**config.mk**
```make
export PLATFORM = sky130hd
export DESIGN_NAME = cpu_run_ctrl
export DESIGN_NICKNAME = d
export VERILOG_FILES = /design/src/rtl/cpu_ctrl_pkg.sv /design/src/rtl/cpu_run_ctrl.sv
export SDC_FILE = /design/constraint.sdc
export NUM_CORES = 1
export LEC_CHECK = 0
export CORE_MARGIN = 2
export CORE_UTILIZATION = 55
export DETAILED_ROUTE_END_ITERATION = 8
export GPL_TIMING_DRIVEN = 0
export PLACE_DENSITY_LB_ADDON = 0.12
export SYNTH_ARGS = -nofsm -noshare
export SYNTH_HDL_FRONTEND = slang
export SYNTH_SLANG_ARGS = --single-unit
```
**constraint.sdc**
```tcl
create_clock -name clk -period 8 [get_ports clk]
set_input_delay 2 -clock clk [delete_from_list [all_inputs] [get_ports clk]]
set_output_delay 2 -clock clk [all_outputs]
set_load 0.1 [all_outputs]
```
**src/rtl/cpu_ctrl_pkg.sv**
```systemverilog
// Shared encodings for the CPU run/debug sequencer: FSM states and stop-cause codes.
package cpu_ctrl_pkg;

  typedef enum logic [2:0] {
    StIdle   = 3'd0,
    StReset  = 3'd1,
    StRun    = 3'd2,
    StPaused = 3'd3,
    StStep   = 3'd4,
    StDone   = 3'd5
  } state_e;

  localparam logic [1:0] CAUSE_NONE    = 2'd0;
  localparam logic [1:0] CAUSE_HOST    = 2'd1;
  localparam logic [1:0] CAUSE_INSN    = 2'd2;
  localparam logic [1:0] CAUSE_TIMEOUT = 2'd3;

endpackage

```
**src/rtl/cpu_run_ctrl.sv**
```systemverilog
// Run/debug sequencer for single_cycle_cpu: reset window, run, pause/step, and stop on
// ecall/ebreak, host request or cycle budget. All outputs decode from registers only.
module cpu_run_ctrl #(
  parameter int unsigned RST_CYCLES = 4,
  parameter int unsigned CNT_W      = 32
) (
  input  logic             clk,
  input  logic             rst,
  input  logic             start,
  input  logic             halt_req,
  input  logic             step_req,
  input  logic [CNT_W-1:0] cycle_limit,
  input  logic             cpu_stop_insn,
  output logic             cpu_rst,
  output logic             cpu_halt,
  output logic             busy,
  output logic             done,
  output logic [1:0]       stop_cause,
  output logic [CNT_W-1:0] cycle_cnt
);
  import cpu_ctrl_pkg::*;

  localparam int unsigned RcW = $clog2(RST_CYCLES + 1);
  localparam logic [RcW-1:0] RcInit = RcW'(RST_CYCLES - 1);

  state_e           state_q, state_d;
  logic [RcW-1:0]   rcnt_q, rcnt_d;
  logic [CNT_W-1:0] cnt_q, cnt_d;
  logic [CNT_W-1:0] limit_q, limit_d;
  logic [1:0]       cause_q, cause_d;

  logic [CNT_W-1:0] cnt_inc;
  logic [CNT_W:0]   cnt_plus1;
  logic             limit_hit;

  // Compare one bit wider so the budget check stays correct at a saturated count.
  assign cnt_plus1 = {1'b0, cnt_q} + (CNT_W + 1)'(1);
  assign cnt_inc   = (&cnt_q) ? cnt_q : cnt_q + CNT_W'(1);
  assign limit_hit = (limit_q != '0) && (cnt_plus1 >= {1'b0, limit_q});

  always_comb begin
    state_d = state_q;
    rcnt_d  = rcnt_q;
    cnt_d   = cnt_q;
    limit_d = limit_q;
    cause_d = cause_q;
    unique case (state_q)
      StIdle, StDone: begin
        if (start) begin
          state_d = StReset;
          rcnt_d  = RcInit;
          cnt_d   = '0;
          cause_d = CAUSE_NONE;
          limit_d = cycle_limit;
        end
      end
      StReset: begin
        if (rcnt_q == '0) state_d = StRun;
        else              rcnt_d  = rcnt_q - RcW'(1);
      end
      StRun, StStep: begin
        cnt_d = cnt_inc;
        if (cpu_stop_insn) begin
          state_d = StDone;
          cause_d = CAUSE_INSN;
        end else if (limit_hit) begin
          state_d = StDone;
          cause_d = CAUSE_TIMEOUT;
        end else if (state_q == StStep || halt_req) begin
          state_d = StPaused;
          cause_d = CAUSE_HOST;
        end
      end
      StPaused: begin
        if (step_req) begin
          state_d = StStep;
        end else if (start) begin
          state_d = StRun;
          cause_d = CAUSE_NONE;
        end
      end
      default: state_d = StIdle;
    endcase
  end

  always_ff @(posedge clk) begin
    if (rst) begin
      state_q <= StIdle;
      rcnt_q  <= '0;
      cnt_q   <= '0;
      limit_q <= '0;
      cause_q <= CAUSE_NONE;
    end else begin
      state_q <= state_d;
      rcnt_q  <= rcnt_d;
      cnt_q   <= cnt_d;
      limit_q <= limit_d;
      cause_q <= cause_d;
    end
  end

  always_comb begin
    cpu_rst  = 1'b0;
    cpu_halt = 1'b1;
    busy     = 1'b0;
    done     = 1'b0;
    unique case (state_q)
      StIdle:   cpu_rst = 1'b1;
      StReset: begin
        cpu_rst = 1'b1;
        busy    = 1'b1;
      end
      StRun, StStep: begin
        cpu_halt = 1'b0;
        busy     = 1'b1;
      end
      StPaused: ;
      StDone:   done = 1'b1;
      default:  cpu_rst = 1'b1;
    endcase
  end

  assign stop_cause = cause_q;
  assign cycle_cnt  = cnt_q;

endmodule
```
After elaboration in Yosys (flattened, before gate mapping)
Index checks and enable logic that the tools add are counted.
- output and inout bits: 38
- word-level logic and storage cells: 63
- bits of input ports: 38
- register bits after elaboration: 72
- $add $sub $neg: 3
- magnitude comparators: 1
- eq/ne operators: 12
- multiplexer cells: 24
- reductions and logical operators: 18
- operator list (operator ; count):
    $mux W32 ; 2
    $pmux W32 S2 ; 1
    $add A32 B1 Y33 const B ; 1
    $ge A33 B32 Y1 ; 1
    $add A32 B1 Y32 const B ; 1
    $reduce_and A32 Y1 ; 1
    $reduce_bool A32 Y1 ; 1
    $mux W3 ; 9
    $pmux W3 S4 ; 1
    $mux W2 ; 5
    $ne A2 B2 Y1 const B ; 5
    $reduce_and A3 Y1 ; 3
    $eq A3 B2 Y1 const B ; 2
    $eq A3 B3 Y1 const B ; 2
    $logic_not A3 Y1 ; 2
    $pmux W2 S3 ; 1
    $pmux W3 S2 ; 1
    $mux W1 ; 4
    $ne A4 B4 Y1 const B ; 1
    $reduce_and A4 Y1 ; 1
    $reduce_bool A2 Y1 ; 2
    $reduce_or A2 Y1 ; 2
    $reduce_or A4 Y1 ; 1
    $eq A3 B1 Y1 const B ; 1
    other kinds (7) ; 7

Longest topological paths before layout
Gate-level depths: netlist of run 1.
- depth after elaboration: 6
- depth in mapped cells: 15
- mapped depth without buffers: 15

Worst setup path before layout of run 1
No wires, ideal clock.
- kind: reg2out
- start: register state_q[1]
- end: output port busy
- data required time: 6.000 ns
- cell stages (with the launch flop): 6
- arrival: 4.306 ns
- path slack: 1.694 ns
- buffers on the path: 2
- path through: dfxtp_1 clkbuf_1 xnor2_1 or2_2 clkbuf_1 nand2_1
- longest elaborated chain between the ends: 3
- elaborated cells between the ends (all ways): 5
- those cells by class: 3 x eq/ne; 1 x mux; 1 x reduce/logical
- RTL lines (element ; line ; source):
    from (decl) ; cpu_run_ctrl.sv:26 ; state_e state_q, state_d;
    from (signal assigned) ; cpu_run_ctrl.sv:88 ; state_q <= StIdle;
    from (signal assigned) ; cpu_run_ctrl.sv:94 ; state_q <= state_d;
    $eq A3 B3 Y1, or another cell as far along ; cpu_run_ctrl.sv:107 ; unique case (state_q)
    $reduce_or A3 Y1 (no line) * ; n/a ;
    $mux W1 * ; cpu_run_ctrl.sv:107 ;
    to (decl) ; cpu_run_ctrl.sv:16 ; output logic busy,
Every way passes the cells marked *; elsewhere a longest branch is shown, timed or not.

Worst setup path after layout of run 1
- start: register state_q[2]
- end: output port cpu_halt
- longest elaborated chain between the ends: 3
- elaborated cells between the ends (all ways): 4
- those cells by class: 2 x eq/ne; 1 x mux; 1 x reduce/logical
- RTL lines (element ; line ; source):
    $eq A3 B3 Y1 / $eq A3 B2 Y1 (equally long branches) ; cpu_run_ctrl.sv:107 ;
    $reduce_or A2 Y1 * ; cpu_run_ctrl.sv:107 ;
    $mux W1 * ; cpu_run_ctrl.sv:107 ;
    to (decl) ; cpu_run_ctrl.sv:15 ; output logic cpu_halt,
Marked as above.

==> metrics.csv, run 1 <==
metric,value,unit
status,finished clean,
Inst Count DP,770,
Via Count,4539,
worst min-delay path startpoint,rcnt_q[0]$_SDFFE_PP0P_,
GPL Wtd Cong,0.927,
post-route ant nets,0,
gate count of the mapped netlist,595,
mapped cell area,4470,µm²
syn_nets,668,
CTS Buf Count,9,
Yosys cell types,49,
"Avg Cell Area, Syn",7.52,µm²
DRC errors left,0,
main flop type after synthesis,dfxtp_1,
first-pass GRT wire length,20.8,mm
Post-CTS Hold Buffers,0,
Hold Slack,0.466,ns
Area Overhead vs Synth,24.6,%
Final nets,752,
total grt overflow,0,
Final Cycle Share,60.6,%
CP Launch Type,flip-flop,
Setup WS post-layout,3.15,ns
Setup Skew,0.0129,ns
static leakage power,2.18,nW
antenna violations before repair,0,
sequential area share after synthesis,32.2,%
proportion of layout cells with a drive suffix above 1,4.82,%
Sink Count,72,
floorplan row count,32,
Max Cap Viol,0,
pin count of the biggest net entering global routing,14,
CTS-repair resized insts,0,
crit path DAT,2.85,ns
maximum operating frequency,206,MHz
P per Cell Area,234,nW/µm²
TNS Setup,0,ns
Worst-Margin Slew,1.02,ns
unrepaired setup endpoints after global routing,false,
starting density of the core,57.3,%
htree depth,3,
WL final,12.8,mm
crit path from,state_q[2]$_SDFFE_PP0P_,
Die X,94.2,µm
CTS tree,built,
Worst Hold Class,reg -> reg,
crit path kind,reg -> out,
"Setup violations, final",0,
"Async S/R FF share, synth",0,%
vias per cell,5.77,
vias in the first global route,4331,
clk_lat worst skew,0.35,ns
dpl hpwl,9.50,mm
"Max FO, Critical Path",9,
ranking of synthesized cells by area,"dfxtp_1 (32%), ha_1 (9.8%), a21oi_1 (8.6%), nand2_1 (8.2%), nor2_1 (3.5%)",
Port Buf Inserts,73,
RR Startpoint,cycle_cnt[0]$_SDFFE_PP0P_,
Max VDD drop,148,µV
Avg WL per Cell,16.3,µm
I/O pin total,76,
number of antenna diodes,0,
DR pass1 iterations,5,
Post-synth EDFFs,0,
Synth Register Bits,72,
Core ar.,7810,µm²
initial drt markers,360,
Critical Path End Type,primary output,
Final min period,4.85,ns
Rel. slew slack,31.8,%
Die ar.,8870,µm²
Slew Limit Fails,0,
CTS root buffer,clkbuf_8,
"Reg clk slew, reported paths",0.09,ns
final hold violation count,0,
Post-CTS Setup Bufs,0,
post-synth top area cell,dfxtp_1,
Placed Instance Area,5330,µm²
FILL cells,658,
synthesis warning total,0,
final non-filler cell total,786,
"most common cell after layout, fill and taps aside",nand2_1,
total track usage,30.0,%
Finished Cell Area,5580,µm²
worst endpoint required time,6.00,ns
Die Y,94.2,µm
pre-CTS WS,3.57,ns
worst-case clock buffer depth,2,
Synth top area share,32.2,%
"commonest cells after routing, fill and taps aside","nand2_1 (98), a21oi_1 (77), clkdlybuf4s50_1 (73)",
path summary, 6_finish.rpt:
check | end | slack [ns] | cells after the start
min | rcnt_q[0]$_SDFFE_PP0P_ | 0.47 | 1
max reg2reg | stop_cause[0]$_SDFFE_PP0P_ | 3.67 | 15
min reg2reg | rcnt_q[0]$_SDFFE_PP0P_ | 0.47 | 1
max | cpu_halt | 3.15 | 5
cells in the mapped netlist, types with 5 or more instances:
cell type,instances
xor2_1,14
nor3_1,11
ha_1,35
a21oi_1,77
nand2_1,98
clkbuf_1,25
nand4_1,13
o21ai_1,18
and4_1,5
dfxtp_1,72
and3_1,9
nand3_1,10
nor2_1,42
or3_1,11
o21ai_0,10
xnor2_1,18
a22oi_1,14
nor4_1,12
nand3b_1,9
nor2b_1,5
inv_1,38
flip-flops by register name, indices dropped and copies added (netlist names):
register	count
cycle_cnt	32
limit_q	32
rcnt_q	3
state_q	3
stop_cause	2
layer usage:
| metal | up-vias | share of wire, % | GRT usage (%) |
|---|---|---|---|
| li1 | 2247 | - | - |
| met1 | 2131 | 44 | 38.5 |
| met2 | 146 | 50 | 52.3 |
| met3 | 15 | 5.3 | 3.69 |
| met4 | 0 | 1.3 | 9.30 |
| met5 | - | 0 | 0 |
through the flow:
| stage | utilization, % | power, mW |
|---|---|---|
| final | 71.4 | 1.31 |
| after global routing | 71.4 | 1.38 |
| after CTS | 71.4 | 1.30 |
| after detailed placement | 68.3 | 0.946 |
| after global placement | 68.3 | 0.930 |
| after floorplan | - | 0.798 |
layout make-up:
| type | count | area (µm²) | area share (%) |
|---|---|---|---|
| Inverter | 38 | 143 | 2.56 |
| Clock buffer | 9 | 124 | 2.22 |
| Tap cell | 102 | 128 | 2.29 |
| Multi-Input combinational cell | 454 | 2760 | 49.5 |
| Timing Repair Buffer | 73 | 731 | 13.1 |
| Clock inverter | 7 | 120 | 2.15 |
| Buffer | 31 | 128 | 2.29 |
| Sequential cell | 72 | 1440 | 25.9 |
worst max-delay path, cell delays in order, from the launching register on:
cell and delay [ns]:
dfxtp_1 0.33, clkbuf_1 0.25, xnor2_1 0.19, or2_2 0.14
clkbuf_1 0.35, clkdlybuf4s50_1 1.22
where the power goes:
part | internal (mW) | switching [mW]
logic | 0.164 | 0.362
registers | 0.395 | 0.0298
clock network | 0.208 | 0.147
total | 0.766 | 0.539
cells by family (layout without fill, tap and decap cells):
family / Yosys count / count (layout) / share of synthesized area (%)
AOI/OAI and AO/OA: 141 / 141 / 18.2
xor gates and xnor gates: 32 / 32 / 6.27
adders and majority gates: 35 / 35 / 9.79
buffers and inverters: 69 / 158 / 6.04
DFF: 72 / 72 / 32.2
and+or+nand+nor: 246 / 246 / 27.5
Power figures use the tool's default switching activity.
==> run 2, diff against run 1 <==
--- a/config.mk
+++ b/config.mk
@@ -6,7 +6,7 @@
 export NUM_CORES = 1
 export LEC_CHECK = 0
 export CORE_MARGIN = 2
-export CORE_UTILIZATION = 55
+export CORE_UTILIZATION = 49
 export DETAILED_ROUTE_END_ITERATION = 8
 export GPL_TIMING_DRIVEN = 0
 export PLACE_DENSITY_LB_ADDON = 0.12
==> constraint.sdc (replaced) <==
create_clock -name clk -period 4 [get_ports clk]
set_input_delay 1 -clock clk [delete_from_list [all_inputs] [get_ports clk]]
set_output_delay 1 -clock clk [all_outputs]
set_load 0.1 [all_outputs]
==> metrics.csv, run 2 (same netlist as run 1, synthesis figures left out) <==
metric,value,unit,change
status,finished clean,,unchanged
crit path kind,reg -> reg,,was reg -> out
"commonest cells after routing, fill and taps aside","nand2_1 (96), a21oi_1 (77), clkdlybuf4s50_1 (73)",,"was nand2_1 (98), a21oi_1 (77), clkdlybuf4s50_1 (73)"
Critical Path End Type,flip-flop,,was primary output
CTS root buffer,clkbuf_8,,unchanged
"Reg clk slew, reported paths",0.08,ns,was 0.09 ns
Util after Layout,64.3,%,was 71.4%
number of antenna diodes,0,,unchanged
pin count of the biggest net entering global routing,14,,unchanged
"Setup violations, final",0,,unchanged
Max Cap Viol,0,,unchanged
vias in the first global route,4316,,was 4331
Sink Count,72,,unchanged
starting density of the core,50.8,%,was 57.3%
Max VDD drop,322,µV,was 148 µV
WL final,12.7,mm,was 12.8 mm
total track usage,26.4,%,was 30.0%
Worst-Margin Slew,0.981,ns,was 1.02 ns
Setup Skew,0.00875,ns,was 0.0129 ns
storage element area,1480,µm²,was 1440 µm²
CP Launch Type,flip-flop,,unchanged
proportion of layout cells with a drive suffix above 1,10.4,%,was 4.82%
DR pass1 iterations,5,,unchanged
Final nets,757,,was 752
Slew Limit Fails,0,,unchanged
Core ar.,8810,µm²,was 7810 µm²
post-route ant nets,0,,unchanged
Setup WS post-layout,0.161,ns,was 3.15 ns
antenna violations before repair,0,,unchanged
Final Cycle Share,96.0,%,
Die Y,99.5,µm,was 94.2 µm
static leakage power,2.23,nW,was 2.18 nW
Post-CTS Hold Buffers,0,,unchanged
Port Buf Inserts,73,,unchanged
I/O pin total,76,,unchanged
Via Count,4593,,was 4539
worst endpoint required time,4.28,ns,was 6.00 ns
final hold violation count,0,,unchanged
Rel. slew slack,34.4,%,was 31.8%
FILL cells,816,,was 658
CTS Buf Count,9,,unchanged
worst-case clock buffer depth,2,,unchanged
crit path DAT,4.12,ns,was 2.85 ns
total chip power,2.48,mW,was 1.31 mW
P per Cell Area,438,nW/µm²,was 234 nW/µm²
multi-input logic area,2820,µm²,was 2760 µm²
CTS tree,built,,unchanged
pre-CTS WS,-0.129,ns,was 3.57 ns
first-pass GRT wire length,21.0,mm,was 20.8 mm
GPL Wtd Cong,0.920,,was 0.927
Die ar.,9910,µm²,was 8870 µm²
vias per cell,5.76,,was 5.77
Area Overhead vs Synth,26.6,%,was 24.6%
maximum operating frequency,261,MHz,
htree depth,3,,unchanged
Final min period,3.84,ns,
Worst Hold Class,reg -> reg,,unchanged
"most common cell after layout, fill and taps aside",nand2_1,,unchanged
total grt overflow,0,,unchanged
"Max FO, Critical Path",7,,was 9
Avg WL per Cell,16.0,µm,was 16.3 µm
dpl hpwl,9.70,mm,was 9.50 mm
clk_lat worst skew,0.35,ns,about the same
Die X,99.5,µm,was 94.2 µm
floorplan row count,34,,was 32
initial drt markers,265,,was 360
DRC errors left,0,,unchanged
-- run 2: changes by cell type in the layout (fill, tap and decap cells not counted), moves of 3 or more --
cell,delta
dfxtp_1,-24
dfxtp_2,+22
buf_4,+6
bufinv_16,-3
-- run 2: area by class of cell --
cell class / instances / area share [%]
multi-input cells: 454 / 49.7
clock inverters: 5 / 0.707
plain buffers: 30 / 2.21
inverters: 38 / 2.52
flip-flops and latches: 72 / 26.1
clock buffers: 11 / 2.70
repair buffers: 79 / 13.7
well taps: 108 / 2.39
-- run 2: report_power, final --
| group | internal (mW) | leakage, nW | switching, mW |
|---|---|---|---|
| Clock | 0.265 | 0.0869 | 0.297 |
| Combinational | 0.341 | 1.54 | 0.731 |
| Sequential | 0.789 | 0.599 | 0.0570 |
-- run 2: worst paths after layout --
path / startpoint / endpoint / slack, ns / depth (start not counted)
hold reg to reg: stop_cause[0]$_SDFFE_PP0P_ / stop_cause[0]$_SDFFE_PP0P_ / 0.48 / 2
hold / removal: stop_cause[0]$_SDFFE_PP0P_ / stop_cause[0]$_SDFFE_PP0P_ / 0.48 / 2
setup reg to reg: cycle_cnt[0]$_SDFFE_PP0P_ / stop_cause[0]$_SDFFE_PP0P_ / 0.16 / 16
setup / recovery: cycle_cnt[0]$_SDFFE_PP0P_ / stop_cause[0]$_SDFFE_PP0P_ / 0.16 / 16
-- run 2: through the flow --
stage	hold WS (ns)	instances	setup TNS, ns	cell area [µm²]
CTS	0.476	792	0	5590
floorplan	0.437	595	0	4520
detailed placement	0.465	776	-0.129	5390
global placement	0.452	776	-0.0549	5390
global route	0.495	797	-0.0437	5660
finish	0.476	797	0	5660
-- run 2: worst max-delay path: stages, from the launching register on --
cell and delay (ns):
dfxtp_2 0.42, ha_2 0.26, and3_1 0.22, and4_2 0.29
nand2_2 0.12, nor2_4 0.15, nand3_1 0.12, xnor2_1 0.18
ha_1 0.31, nand4_1 0.20, buf_4 0.21, nor3_1 0.19
a22oi_1 0.11, a21o_1 0.20, and4_4 0.20, or4_1 0.46
a21oi_1 0.14
-- run 2: layer usage --
layer	GRT usage [%]	share of wire [%]
met4	9.27	2.5
met5	0	0
met3	3.65	6.2
met2	44.1	47
met1	35.0	44
-- run 2: repair_timing --
action                                  in CTS  in global routing
pin swaps                                    0                  5
gates resized for setup                      2                  8
endpoints found under the setup margin       1                  3
buffers inserted                             0                  6
gates cloned                                 0                  0
endpoints found under the hold margin        0                  0
==> run 3, diff against run 2 <==
--- a/config.mk
+++ b/config.mk
@@ -10,6 +10,7 @@
 export DETAILED_ROUTE_END_ITERATION = 8
 export GPL_TIMING_DRIVEN = 0
 export PLACE_DENSITY_LB_ADDON = 0.12
+export SETUP_SLACK_MARGIN = 0.1
 export SYNTH_ARGS = -nofsm -noshare
 export SYNTH_HDL_FRONTEND = slang
 export SYNTH_SLANG_ARGS = --single-unit
==> metrics.csv, run 3 (same netlist as run 1, synthesis figures left out) <==
metric,value,unit,change
status,finished clean,,unchanged
Placed Instance Area,5400,µm²,was 5390 µm²
Max VDD drop,285,µV,was 322 µV
total track usage,27.1,%,was 26.4%
Sw Ratio,43.8,%,was 43.7%
dpl hpwl,10.1,mm,was 9.70 mm
Finished Cell Area,5710,µm²,was 5660 µm²
"Endpoint, Worst Hold",rcnt_q[0]$_SDFFE_PP0P_,,was stop_cause[0]$_SDFFE_PP0P_
crit path from,cycle_cnt[17]$_SDFFE_PP0P_,,was cycle_cnt[0]$_SDFFE_PP0P_
TNS Setup,0,ns,unchanged
"Max FO, Critical Path",7,,unchanged
CP Launch Type,flip-flop,,unchanged
grt met2 use,46.0,%,was 44.1%
gr busiest metal,met2,,unchanged
Sink Count,72,,unchanged
"Setup violations, final",0,,unchanged
worst endpoint required time,4.28,ns,about the same
htree depth,3,,unchanged
static leakage power,2.24,nW,was 2.23 nW
multi-input logic area,2850,µm²,was 2820 µm²
Worst-Margin Slew,0.987,ns,was 0.981 ns
maximum operating frequency,265,MHz,was 261 MHz
M1 GR Usage,36.4,%,was 35.0%
Max Cap Viol,0,,unchanged
hold path cells,1,,was 2
WL final,13.4,mm,was 12.7 mm
Rel. slew slack,34.0,%,was 34.4%
Core ar.,8810,µm²,unchanged
storage element area,1490,µm²,was 1480 µm²
P per Cell Area,440,nW/µm²,was 438 nW/µm²
clock share of power,22.8,%,was 22.7%
CP dominant cell by count,nand4_1,,
"Reg clk slew, reported paths",0.08,ns,about the same
CTS Buf Count,9,,unchanged
total chip power,2.51,mW,was 2.48 mW
proportion of layout cells with a drive suffix above 1,11.3,%,was 10.4%
R2R Path End,stop_cause[0]$_SDFFE_PP0P_,,unchanged
total grt overflow,0,,unchanged
Crit path max-delay family,simple AND/OR/NAND/NOR gates,,unchanged
starting density of the core,50.8,%,unchanged
Die ar.,9910,µm²,unchanged
crit path DAT,4.06,ns,was 4.12 ns
Via Count,4692,,was 4593
worst min-delay path startpoint,rcnt_q[0]$_SDFFE_PP0P_,,was stop_cause[0]$_SDFFE_PP0P_
vias in the first global route,4302,,was 4316
post-route ant nets,0,,unchanged
Area Overhead vs Synth,27.7,%,was 26.6%
unrepaired setup endpoints after global routing,true,,
floorplan row count,34,,unchanged
Critical Path End Type,flip-flop,,unchanged
FILL cells,783,,was 816
Final Cycle Share,94.4,%,was 96.0%
Setup WS post-layout,0.225,ns,was 0.161 ns
CTS tree,built,,unchanged
first-pass GRT wire length,21.5,mm,was 21.0 mm
Logic pwr share,43.4,%,was 43.2%
Critical path buffers and inverters,0,,was 1
Avg WL per Cell,16.8,µm,was 16.0 µm
"commonest cells after routing, fill and taps aside","nand2_1 (96), a21oi_1 (77), clkdlybuf4s50_1 (73)",,unchanged
CTS root buffer,clkbuf_8,,unchanged
fraction of power consumed by sequential logic,33.8,%,was 34.1%
number of antenna diodes,0,,unchanged
initial drt markers,252,,was 265
Setup Skew,0.0161,ns,was 0.00875 ns
Final min period,3.78,ns,was 3.84 ns
CP max stage delay,0.64,ns,was 0.46 ns
Slew Limit Fails,0,,unchanged
Internal,1.41,mW,was 1.40 mW
Hold Slack,0.470,ns,was 0.476 ns
clk_lat worst skew,0.36,ns,was 0.35 ns
Psw,1.10,mW,was 1.09 mW
DR pass1 iterations,5,,unchanged
Die Y,99.5,µm,unchanged
reg2reg setup slack,0.22,ns,was 0.16 ns
I/O pin total,76,,unchanged
crit path cell chain,nand4_1 > or4_4 > nor3_4 > nand3_1 > xnor2_1 > ha_1 > nand4_1 > or2_2 > o221a_2 > and4_4 > or4_1 > a21oi_1,,was ha_2 > and3_1 > and4_2 > nand2_2 > nor2_4 > nand3_1 > xnor2_1 > ha_1 > nand4_1 > buf_4 > nor3_1 > a22oi_1 > a21o_1 > and4_4 > or4_1 > a21oi_1
grt met3 use,4.15,%,was 3.65%
vias per cell,5.88,,was 5.76
"most common cell after layout, fill and taps aside",nand2_1,,unchanged
Die X,99.5,µm,unchanged
GPL Wtd Cong,0.890,,was 0.920
antenna violations before repair,0,,unchanged
crit path kind,reg -> reg,,unchanged
Critical-path top delay cell,or4_4,,was or4_1
Worst Hold Class,reg -> reg,,unchanged
Final nets,758,,was 757
pre-CTS WS,-0.189,ns,was -0.129 ns
worst-case clock buffer depth,2,,unchanged
DRC errors left,0,,unchanged
final hold violation count,0,,unchanged
pin count of the biggest net entering global routing,13,,was 14
cell count of the worst reg-to-reg path,12,,was 16
RR Startpoint,cycle_cnt[17]$_SDFFE_PP0P_,,was cycle_cnt[0]$_SDFFE_PP0P_
Port Buf Inserts,73,,unchanged
-- run 3: power groups by stage --
stage               Sequential [mW]  Clock, mW  Combinational (mW)
floorplan                     0.890          0               0.712
CTS                           0.846      0.577                1.07
global route                  0.857      0.606                1.19
global placement              0.859          0                1.02
finish                        0.849      0.574                1.09
detailed placement            0.862          0                1.05
-- run 3: timing repair --
action | CTS | global route
resized for setup | 5 | 11
cloned | 0 | 0
pin swaps | 4 | 2
hold buffers | 0 | 0
setup buffers | 4 | 3
setup endpoints to repair | 5 | 5
-- run 3: routing by layer --
layer,vias to the layer above,part of all wire (%)
met5,-,0
met4,0,0.91
met3,10,5.8
met2,168,49
met1,2252,45
li1,2262,-
-- run 3: layout make-up --
class	count	area share, %
Tap cell	108	2.37
Timing Repair Buffer	80	13.7
Inverter	38	2.50
Clock buffer	12	2.89
Clock inverter	4	0.460
Multi-Input combinational cell	454	49.8
Sequential cell	72	26.1
Buffer	30	2.19
-- run 3: how the worst max path moves through the flow --
stage | depth (start not counted) | slack [ns] | end
2_1_floorplan | 13 | 0.11 | stop_cause[0]$_SDFFE_PP0P_
3_3_place_gp | 13 | -0.02 | stop_cause[0]$_SDFFE_PP0P_
3_5_place_dp | 13 | -0.19 | stop_cause[0]$_SDFFE_PP0P_
4_1_cts | 16 | 0.11 | stop_cause[0]$_SDFFE_PP0P_
5_1_grt | 14 | 0.04 | stop_cause[0]$_SDFFE_PP0P_
6_report | 12 | 0.22 | stop_cause[0]$_SDFFE_PP0P_
-- run 3: through the flow --
step,std cells,utilization [%]
detailed placement,776,61.3
finish,798,64.9
floorplan,595,-
global route,798,64.9
CTS,796,64.1
global placement,776,61.3
